===== src/rtl/fp_mant_normalizer.sv =====
// rtl/fp_mant_normalizer.sv - FP adder mantissa normaliser fed by the leading-one encoder
// Two-stage elastic pipeline: decode/clamp the shift amount, then one-hot shift and exponent adjust.
module fp_mant_normalizer #(
    parameter int EW = 8
) (
    input  logic          clk,
    input  logic          rst_n,
    input  logic          in_valid,
    output logic          in_ready,
    input  logic [15:0]   in_mant,
    input  logic [EW-1:0] in_exp,
    input  logic          in_sign,
    input  logic [3:0]    in_pos,
    input  logic          in_nz,
    output logic          out_valid,
    input  logic          out_ready,
    output logic [15:0]   out_mant,
    output logic [EW-1:0] out_exp,
    output logic          out_sign,
    output logic          out_zero,
    output logic          out_uflow
);

    logic          s1_valid_q, s1_valid_d;
    logic [15:0]   s1_mant_q,  s1_mant_d;
    logic [EW-1:0] s1_exp_q,   s1_exp_d;
    logic          s1_sign_q,  s1_sign_d;
    logic          s1_nz_q,    s1_nz_d;
    logic          s1_uflow_q, s1_uflow_d;
    logic [15:0]   s1_oh_q,    s1_oh_d;

    logic          s2_valid_q, s2_valid_d;
    logic [15:0]   s2_mant_q,  s2_mant_d;
    logic [EW-1:0] s2_exp_q,   s2_exp_d;
    logic          s2_sign_q,  s2_sign_d;
    logic          s2_zero_q,  s2_zero_d;
    logic          s2_uflow_q, s2_uflow_d;

    logic          s2_adv;
    logic          in_fire;
    logic [3:0]    sh;
    logic [3:0]    sh_eff;
    logic          uflow_dec;
    logic [3:0]    idx;
    logic [15:0]   shifted;

    always_comb begin
        s2_adv   = ~s2_valid_q | out_ready;
        in_ready = ~s1_valid_q | s2_adv;
        in_fire  = in_valid & in_ready;
    end

    // The exponent bounds the shift so a tiny exponent yields a denormal instead of wrapping.
    always_comb begin
        sh = 4'd15 - in_pos;
        if (in_exp <= EW'(sh)) begin
            sh_eff    = in_exp[3:0];
            uflow_dec = 1'b1;
        end else begin
            sh_eff    = sh;
            uflow_dec = 1'b0;
        end
    end

    always_comb begin
        s1_valid_d = in_fire | (s1_valid_q & ~s2_adv);
        s1_mant_d  = s1_mant_q;
        s1_exp_d   = s1_exp_q;
        s1_sign_d  = s1_sign_q;
        s1_nz_d    = s1_nz_q;
        s1_uflow_d = s1_uflow_q;
        s1_oh_d    = s1_oh_q;
        if (in_fire) begin
            s1_mant_d  = in_mant;
            s1_exp_d   = in_exp;
            s1_sign_d  = in_sign;
            s1_nz_d    = in_nz;
            s1_uflow_d = uflow_dec;
            s1_oh_d    = 16'd1 << sh_eff;
        end
    end

    // One-hot select of the shifted copies; idx recovers the amount for the exponent.
    always_comb begin
        idx     = 4'd0;
        shifted = 16'd0;
        for (int i = 0; i < 16; i++) begin
            if (s1_oh_q[i]) begin
                idx     = idx | 4'(i);
                shifted = shifted | (s1_mant_q << i);
            end
        end
    end

    always_comb begin
        s2_valid_d = s2_valid_q;
        s2_mant_d  = s2_mant_q;
        s2_exp_d   = s2_exp_q;
        s2_sign_d  = s2_sign_q;
        s2_zero_d  = s2_zero_q;
        s2_uflow_d = s2_uflow_q;
        if (s2_adv) begin
            s2_valid_d = s1_valid_q;
            if (s1_valid_q) begin
                s2_sign_d = s1_sign_q;
                if (s1_nz_q) begin
                    s2_mant_d  = shifted;
                    s2_exp_d   = s1_exp_q - EW'(idx);
                    s2_zero_d  = 1'b0;
                    s2_uflow_d = s1_uflow_q;
                end else begin
                    s2_mant_d  = 16'd0;
                    s2_exp_d   = '0;
                    s2_zero_d  = 1'b1;
                    s2_uflow_d = 1'b0;
                end
            end
        end
    end

    always_ff @(posedge clk or negedge rst_n) begin
        if (!rst_n) begin
            s1_valid_q <= 1'b0;
            s1_mant_q  <= 16'd0;
            s1_exp_q   <= '0;
            s1_sign_q  <= 1'b0;
            s1_nz_q    <= 1'b0;
            s1_uflow_q <= 1'b0;
            s1_oh_q    <= 16'd0;
            s2_valid_q <= 1'b0;
            s2_mant_q  <= 16'd0;
            s2_exp_q   <= '0;
            s2_sign_q  <= 1'b0;
            s2_zero_q  <= 1'b0;
            s2_uflow_q <= 1'b0;
        end else begin
            s1_valid_q <= s1_valid_d;
            s1_mant_q  <= s1_mant_d;
            s1_exp_q   <= s1_exp_d;
            s1_sign_q  <= s1_sign_d;
            s1_nz_q    <= s1_nz_d;
            s1_uflow_q <= s1_uflow_d;
            s1_oh_q    <= s1_oh_d;
            s2_valid_q <= s2_valid_d;
            s2_mant_q  <= s2_mant_d;
            s2_exp_q   <= s2_exp_d;
            s2_sign_q  <= s2_sign_d;
            s2_zero_q  <= s2_zero_d;
            s2_uflow_q <= s2_uflow_d;
        end
    end

    assign out_valid = s2_valid_q;
    assign out_mant  = s2_mant_q;
    assign out_exp   = s2_exp_q;
    assign out_sign  = s2_sign_q;
    assign out_zero  = s2_zero_q;
    assign out_uflow = s2_uflow_q;

endmodule


===== config.mk =====
export PLATFORM = sky130hd
export DESIGN_NAME = fp_mant_normalizer
export DESIGN_NICKNAME = d
export VERILOG_FILES = /design/src/rtl/fp_mant_normalizer.sv
export SDC_FILE = /design/constraint.sdc
export NUM_CORES = 1
export LEC_CHECK = 0
export CAP_MARGIN = 40
export CORE_MARGIN = 2
export CORE_UTILIZATION = 45
export CTS_BUF_LIST = sky130_fd_sc_hd__clkbuf_4
export DETAILED_ROUTE_END_ITERATION = 7
export GPL_TIMING_DRIVEN = 0
export PLACE_DENSITY = 0.79
export SYNTH_ARGS = -nofsm -noshare
export SYNTH_HDL_FRONTEND = slang
export SYNTH_SLANG_ARGS = --single-unit
export TNS_END_PERCENT = 1

===== constraint.sdc =====
create_clock -name clk -period 6.1 [get_ports clk]
set_input_delay 1.22 -clock clk [delete_from_list [all_inputs] [get_ports clk]]
set_output_delay 1.22 -clock clk [all_outputs]
set_load 0.05 [all_outputs]

[Yosys cells after proc, flatten, opt, wreduce, memory -nomap -nowiden]
Index checks and enable logic that the tools add are counted.
Operators by class
  $add $sub $neg: 2
  multiply operators: 0
  div/mod/pow operators: 0
  magnitude comparators: 1
  equal/unequal tests: 0
  shift operators: 1
  muxes and demuxes: 37
  bitwise gates (word level): 23
  reductions and logical operators: 1
Operators with widths (number)
  16-bit 2-to-1 mux: 17
  16-bit OR: 15
  4-bit 2-to-1 mux: 9
  1-bit by 4-bit << shifter with 16-bit output, first input constant: 1
  3-bit 2-to-1 mux: 4
  8-bit by 4-bit less-or-equal comparator with 1-bit output: 1
  8-bit 2-to-1 mux: 1
  8-bit by 4-bit subtractor with 8-bit output: 1
  1-bit 2-to-1 mux: 4
  2-bit 2-to-1 mux: 2
  4-bit subtractor, first input constant: 1
  1-bit NOT: 3
  1-bit OR: 3
  1-bit bitwise AND: 2
  2-bit AND reduction: 1
Word-level totals
  register bits after elaboration: 72
  bits in latches: 0
  memory bits (writable): 0
  bits in read-only memories: 0
  bits of input ports: 34
  output and inout bits: 29
  memories kept: 0

[Depth between registers and ports, before layout]
Gate-level depths: netlist (run 1).
  word-level depth: 32
  mapped depth: 10
  mapped depth without buffers: 8

[Worst setup path before layout (run 1)]
OpenSTA, ideal clock, no wires.
  path type: input-to-output
  start: input port out_ready
  end: output port in_ready
  arrival: 1.847 ns
  required time: 4.880 ns
  setup slack: 3.033 ns
  stages: 3
  path through: and3b_1 > clkbuf_1 > inv_1
On the way
  longest elaborated chain between the ends: 2
RTL lines
  from (decl): line 16  | input logic out_ready,
  1-bit OR: line 48  | s2_adv = ~s2_valid_q | out_ready;
  1-bit OR: line 49  | in_ready = ~s1_valid_q | s2_adv;
  to (decl): line 9  | output logic in_ready,
No other way between the ends.

[Worst setup path after layout (run 1)]
Ends and elaborated chain as after synthesis.

==> run_results.csv, run 1 <==
group,metric,value,unit
routing,wl_per_cell,19.3,µm
worst_setup_path,cp_cell_sequence,"clkdlybuf4s50_1, and3b_1, clkbuf_1, inv_1, clkdlybuf4s50_1",
routing,vias,4002,
worst_setup_path,critical_path.slowest_cell,"clkdlybuf4s50_1",
sta,rsz0062_at_grt,"false",
clock_tree,clk_path_buf_depth,2,
worst_setup_path,start_kind,"input pin",
worst_setup_path,r2r_end,"out_exp[4]",
worst_hold_path,whs_endpoint,"out_sign",
final_layout,num-nets-final,557,
placement,place_congestion,1.00,
routing,routed_wl,12.1,mm
clock_tree,cts_tree,"yes",
sta,tns,0,ns
final_layout,diodes,0,
placement,placed_area,4980,µm²
clock_tree,path_clk_slew,0.13,ns
clock_tree,cts_root_buf,"clkbuf_4",
global_route,grt_remaining_overflow,0,
floorplan,die_area,10100,µm²
sta,post-route-period-util,68.7,%
worst_setup_path,crit_top_cell,"clkdlybuf4s50_1",
clock_tree,cts_max_level,3,
floorplan,start_util,45.9,%
pwr,p_int,932,µW
final_layout,num-fill-cells,813,
worst_setup_path,end_kind,"output pin",
pwr,seq_power_share,39.7,%
final_layout,final_cells,630,
run,drv_cap,0,
worst_setup_path,worstReg2RegStart,"s1_oh_q[6]",
synth,syn_nets,484,
placement,place_inst,614,
pwr,power_density,293,nW/µm²
global_route,grt_usage,25.2,%
synth,syn_area,4210,µm²
clock_tree,cts_buffers,9,
pwr,power_frac_comb,37.5,%
worst_setup_path,path_class,"input pin to output pin",
synth,synth_warnings,0,
synth,avgSynthCellArea,9.54,µm²
worst_setup_path,r2r_cells,8,
global_route,grt_max_degree,68,
worst_hold_path,min_path_cells,2,
clock_tree,cts_setup_buffers,0,
pwr,p_sw_share,38.2,%
sta,worst_pin_slew,0.610,ns
clock_tree,clkLatencyLatePin,0.43,ns
routing,first_iter_violations,465,
worst_setup_path,r2r_slack,3.26,ns
pwr,switchingPower,577,µW
synth,synthDistinctLibCells,47,
routing,dr.pass1.iters,7,
synth,yosysSeqAreaShare,42.8,%
global_route,grt_pass1_vias,3915,
floorplan,core_area,9150,µm²
synth,ys_ff_latch,72,
sta,setup_viol,0,
floorplan,die_h,101,µm
synth,dominantRegCellSynth,"dfrtp_1",
routing,vias_per_cell,6.35,
final_layout,areaGrowthSynthToFinish,22.3,%
pwr,p_clk_share,22.8,%
sta,slew_violations,0,
sta,timing.fmax,0.239,GHz
clock_tree,cts.sinks,72,
routing,final_antenna_net_count,0,
sta,hold_ws,0.478,ns
pwr,leakagePower,0.00202,µW
synth,async_flop_share,100,%
placement,dp_hpwl,8.94,mm
worst_setup_path,critPathTopFamily,"buffers and inverters",
worst_hold_path,hold_start,"s1_sign_q",
sta,hold_viol,0,
global_route,grt_antenna_before_repair,0,
synth,syn-instance-count,441,
worst_setup_path,worst-path-buf-inv,4,
synth,netlist.area_leader.share,42.8,%
worst_setup_path,crit_required,4.88,ns
clock_tree,cts_resized,0,
floorplan,pin_count,63,
sta,maxSlewHeadroom,59.4,%
final_layout,drive_gt1_share,10.2,%
synth,synth_edf_count,0,
final_layout,final_common_cell,"dfrtp_1",
floorplan,core.rowCount,35,
global_route,grt_pass1_wl,20.0,mm
floorplan,die_w,101,µm
synth,synth_area_leader_cell,"dfrtp_1",
worst_setup_path,path_max_fanout,6,
routing,drc,0,
final_layout,fin_area,5140,µm²
sta,period_needed,4.19,ns
worst_hold_path,hp-class,"flop to flop",
worst_setup_path,max_stage_delay,0.81,ns
outcome,status,"complete, no violations",
final_layout,mostFrequentLayoutCells,"dfrtp_1 (72), clkdlybuf4s50_1 (60), nand2_1 (46)",
clock_tree,ctsHoldBuffers,0,
worst_setup_path,arrival,2.97,ns
synth,synthTopCellsByArea,"dfrtp_1 (43%), mux2_2 (6.7%), a22oi_1 (5.7%)",
placement,port-buffer-count,61,
pwr,irDropWorstVdd,0.126,mV
sta,fin_skew,0.0274,ns
==> sequential cells by signal (all words and copies together) (netlist names) <==
register and flops:
out_mant 16, s1_mant_q 16, s1_oh_q 16, out_exp 8
s1_exp_q 8, out_sign 1, out_uflow 1, out_valid 1
out_zero 1, s1_nz_q 1, s1_sign_q 1, s1_uflow_q 1
s1_valid_q 1
==> through the flow <==
stage / power, µW / util, % / setup slack [ns]
floorplan: 962 / - / 3.03
global placement: 1150 / 54.1 / 1.52
detailed placement: 1170 / 54.4 / 1.91
CTS: 1510 / 56.2 / 1.90
global route: 1580 / 56.2 / 1.86
finish: 1510 / 56.2 / 1.91
==> worst max path at each step <==
stage	startpoint	to	slack (ns)	depth (start not counted)
2_1_floorplan	out_ready	in_ready	3.03	3
3_5_place_dp	out_ready	in_ready	1.91	5
4_1_cts	out_ready	in_ready	1.90	5
6_report	out_ready	in_ready	1.91	5
5_1_grt	out_ready	in_ready	1.86	5
3_3_place_gp	rst_n	out_mant[11]	1.52	1
==> logic make-up (layout without fill, tap and decap cells) <==
kind of cell             count (synthesis)  after routing  share of synthesized area, %
AND/OR/NAND/NOR                        152            152                          19.2
AO/OA/AOI/OAI                          128            128                          23.2
flip-flops                              72             72                          42.8
buffers and inverters                   54            132                          5.00
multiplexers                            25             25                          6.69
adder cells (fa/ha/maj)                  9              9                          2.86
XOR/XNOR                                 1              1                         0.208
==> final cells by class <==
cell class | count | area, µm² | share of cell area [%]
flip-flops and latches | 72 | 1800 | 35.0
multi-input cells | 315 | 2190 | 42.6
well taps | 111 | 139 | 2.70
repair buffers | 62 | 636 | 12.4
clock inverters | 5 | 81.3 | 1.58
plain buffers | 47 | 184 | 3.58
inverters | 7 | 26.3 | 0.511
clock buffers | 11 | 82.6 | 1.61
==> cells in the mapped netlist (2+ instances only) <==
cell       count
ha_1           8
dfrtp_1       72
a22oi_1       32
o21a_1         3
mux2_2        25
nor2_1         8
or4_1          7
o21ai_0       24
a221o_1        2
nand2b_1      10
inv_1          7
nand2_1       46
buf_2          6
a221oi_1      13
nor2b_1        4
o2111ai_1      2
nor4_1         5
nand3b_1       6
or3_1         13
nor3_1        18
clkbuf_1      40
and3_1         3
nand3_1       15
nand4_1        6
o211ai_1      16
a22o_1        23
a222oi_1       7
==> per-layer routing <==
layer  share of wire, %  track usage (%)  wire, µm
met5                  0                0         0
met4                2.8             11.5       344
met3                7.0             3.19       849
met2                 47             40.0      5720
met1                 43             34.4      5230
==> power by group through the flow <==
stage	Sequential (µW)	Combinational, µW	Clock, µW
2_1_floorplan	726	237	0
3_3_place_gp	607	548	0
3_5_place_dp	607	560	0
4_1_cts	597	561	350
5_1_grt	608	606	365
6_report	599	566	344
==> tightest hold or removal path: stages, from the launching register on <==
cell     delay (ns)
dfrtp_1        0.36
nand2_1        0.05
nand2_1        0.05
(Power assumes the default switching activity.)
==> run 2, diff against run 1 <==
- clock period: 6.1 -> 4.4 ns (I/O delays scaled with it)
==> results of run 2 <==
Same layout as run 1 (identical final DEF). Status: complete, no violations.
Among the figures that moved: setup slack after placement 1.91 ns -> 0.889 ns; clock-pin slew on the worst setup and hold paths 0.13 ns -> 0.12 ns; setup slack after layout 1.91 ns -> 0.887 ns; hold slack 0.478 ns -> 0.247 ns; register-to-register setup slack 3.26 ns -> 1.56 ns; total power 1510 µW -> 2090 µW; worst IR drop on VDD 0.126 mV -> 0.175 mV
==> run 3, diff against run 2 <==
- PLACE_DENSITY: 0.79 -> 0.82
- clock period: 4.4 -> 3 ns (I/O delays scaled with it)
==> run 3 against run 2 <==
First-iteration DRC count shrank 14%. Core utilization shrank 0.33 points. Die area is the same. Clock power grew 31%. Largest power group unchanged.
==> run_results.csv, run 3 (synthesized netlist as in run 1, its figures left out) <==
group,metric,value,unit
sta,post-route-period-util,93.3,%
pwr,power_density,583,nW/µm²
worst_setup_path,r2r_end,"out_exp[7]",
placement,place_ws,-0.0780,ns
clock_tree,path_clk_slew,0.14,ns
clock_tree,clkLatencyLatePin,0.44,ns
worst_setup_path,path_max_fanout,10,
placement,port-buffer-count,61,
worst_setup_path,r2r_cells,10,
worst_setup_path,arrival,3.19,ns
sta,worst_pin_slew,0.599,ns
worst_setup_path,end_kind,"flop",
worst_setup_path,start_kind,"flop",
worst_setup_path,max_stage_delay,0.53,ns
run,drv_cap,0,
worst_setup_path,r2r_slack,0.20,ns
sta,fin_ws,0.202,ns
routing,vias_per_cell,6.22,
final_layout,mostFrequentLayoutCells,"dfrtp_1 (72), clkdlybuf4s50_1 (59), nand2_1 (46)",
floorplan,core.rowCount,35,
worst_setup_path,endpoint,"out_exp[7]",
worst_hold_path,hp-class,"input pin to asynchronous set/reset pin",
final_layout,diodes,0,
floorplan,start_util,45.9,%
final_layout,final_common_cell,"dfrtp_1",
floorplan,core_area,9150,µm²
pwr,irDropWorstVdd,0.209,mV
final_layout,areaGrowthSynthToFinish,21.6,%
final_layout,drive_gt1_share,10.4,%
floorplan,pin_count,63,
sta,maxSlewHeadroom,60.1,%
clock_tree,cts_root_buf,"clkbuf_4",
sta,timing.fmax,0.357,GHz
clock_tree,ctsHoldBuffers,0,
global_route,grt_usage,25.0,%
pwr,leakagePower,0.00200,µW
clock_tree,cts_max_level,3,
final_layout,num-nets-final,557,
final_layout,num-fill-cells,813,
worst_setup_path,worstReg2RegStart,"s1_oh_q[2]",
global_route,grt_pass1_wl,19.8,mm
worst_setup_path,crit_required,3.40,ns
final_layout,utilization,55.9,%
clock_tree,cts_resized,0,
clock_tree,cts_tree,"yes",
routing,wl_per_cell,19.2,µm
global_route,grt_remaining_overflow,0,
routing,drc,0,
sta,slew_violations,0,
routing,final_antenna_net_count,0,
clock_tree,cts.sinks,72,
worst_setup_path,setup.worst_path.start,"s1_oh_q[2]",
floorplan,die_w,101,µm
worst_setup_path,critical_path.slowest_cell,"or4_1",
worst_setup_path,critPathTopFamily,"simple AND/OR/NAND/NOR gates",
clock_tree,clk_path_buf_depth,2,
sta,hold_viol,0,
global_route,grt_pass1_vias,3893,
placement,dp_hpwl,8.99,mm
routing,dr.pass1.iters,6,
final_layout,seq_area,1800,µm²
global_route,grt_max_degree,41,
sta,rsz0062_at_grt,"false",
pwr,power,2980,µW
sta,fin_skew,0.0244,ns
routing,routed_wl,12.1,mm
final_layout,multi_input_area,2190,µm²
routing,first_iter_violations,398,
worst_setup_path,cp.depth,10,
routing,vias,3916,
worst_setup_path,cp_cell_sequence,"clkbuf_1, clkbuf_1, nor3_1, nand3_1, inv_1, ha_1, nor2b_1, o31a_1, or4_1, nand3_1",
sta,setup_viol,0,
worst_setup_path,worst-path-buf-inv,3,
sta,period_needed,2.80,ns
floorplan,die_h,101,µm
outcome,status,"complete, no violations",
clock_tree,cts_buffers,9,
floorplan,die_area,10100,µm²
worst_setup_path,path_class,"flop to flop",
clock_tree,cts_setup_buffers,0,
placement,place_congestion,0.980,
global_route,grt_antenna_before_repair,0,
[run 3: changes by cell type in the layout (fill, tap and decap cells not counted), moves of 2 or more]
cell,before,now
clkinvlp_4,0,3
clkbuf_4,11,9
clkinv_2,0,2
clkinv_4,2,0
[run 3: worst min-delay path by stage]
stage / slack (ns) / start / to / depth (start not counted)
floorplan: 0.30 / rst_n / out_exp[0] / 0
CTS: 0.09 / rst_n / out_uflow / 1
global route: 0.11 / rst_n / out_mant[1] / 1
global placement: 0.44 / s1_sign_q / out_sign / 2
detailed placement: 0.47 / out_sign / out_sign / 2
finish: 0.08 / rst_n / s1_nz_q / 1
[run 3: area by class of cell]
type	instances	area share, %
plain buffers	47	3.60
clock buffers	9	1.32
clock inverters	7	1.39
inverters	7	0.514
multi-input cells	315	42.9
flip-flops and latches	72	35.2
well taps	111	2.72
repair buffers	62	12.3
[run 3: through the flow]
stage          TNS [ns]  hold WS (ns)  instances  cell area, µm²
2_1_floorplan         0         0.304        441            4210
3_3_place_gp     -68.12         0.442        613            4950
3_5_place_dp     -0.556         0.467        614            4970
4_1_cts               0        0.0914        630            5110
5_1_grt               0         0.106        630            5110
6_report              0        0.0816        630            5110
[run 3: routing by layer]
metal | wire [µm] | vias to the layer above | global-route usage, %
li1 | - | 1832 | -
met1 | 5290 | 1851 | 34.4
met2 | 5650 | 199 | 39.5
met3 | 825 | 34 | 4.79
met4 | 331 | 0 | 8.54
met5 | 0 | - | 0
[run 3: where the power goes]
group,leakage (µW),switching [µW],internal (µW)
Sequential,0.000918,111,1110
Combinational,0.00101,711,428
Clock,0.0000683,371,253
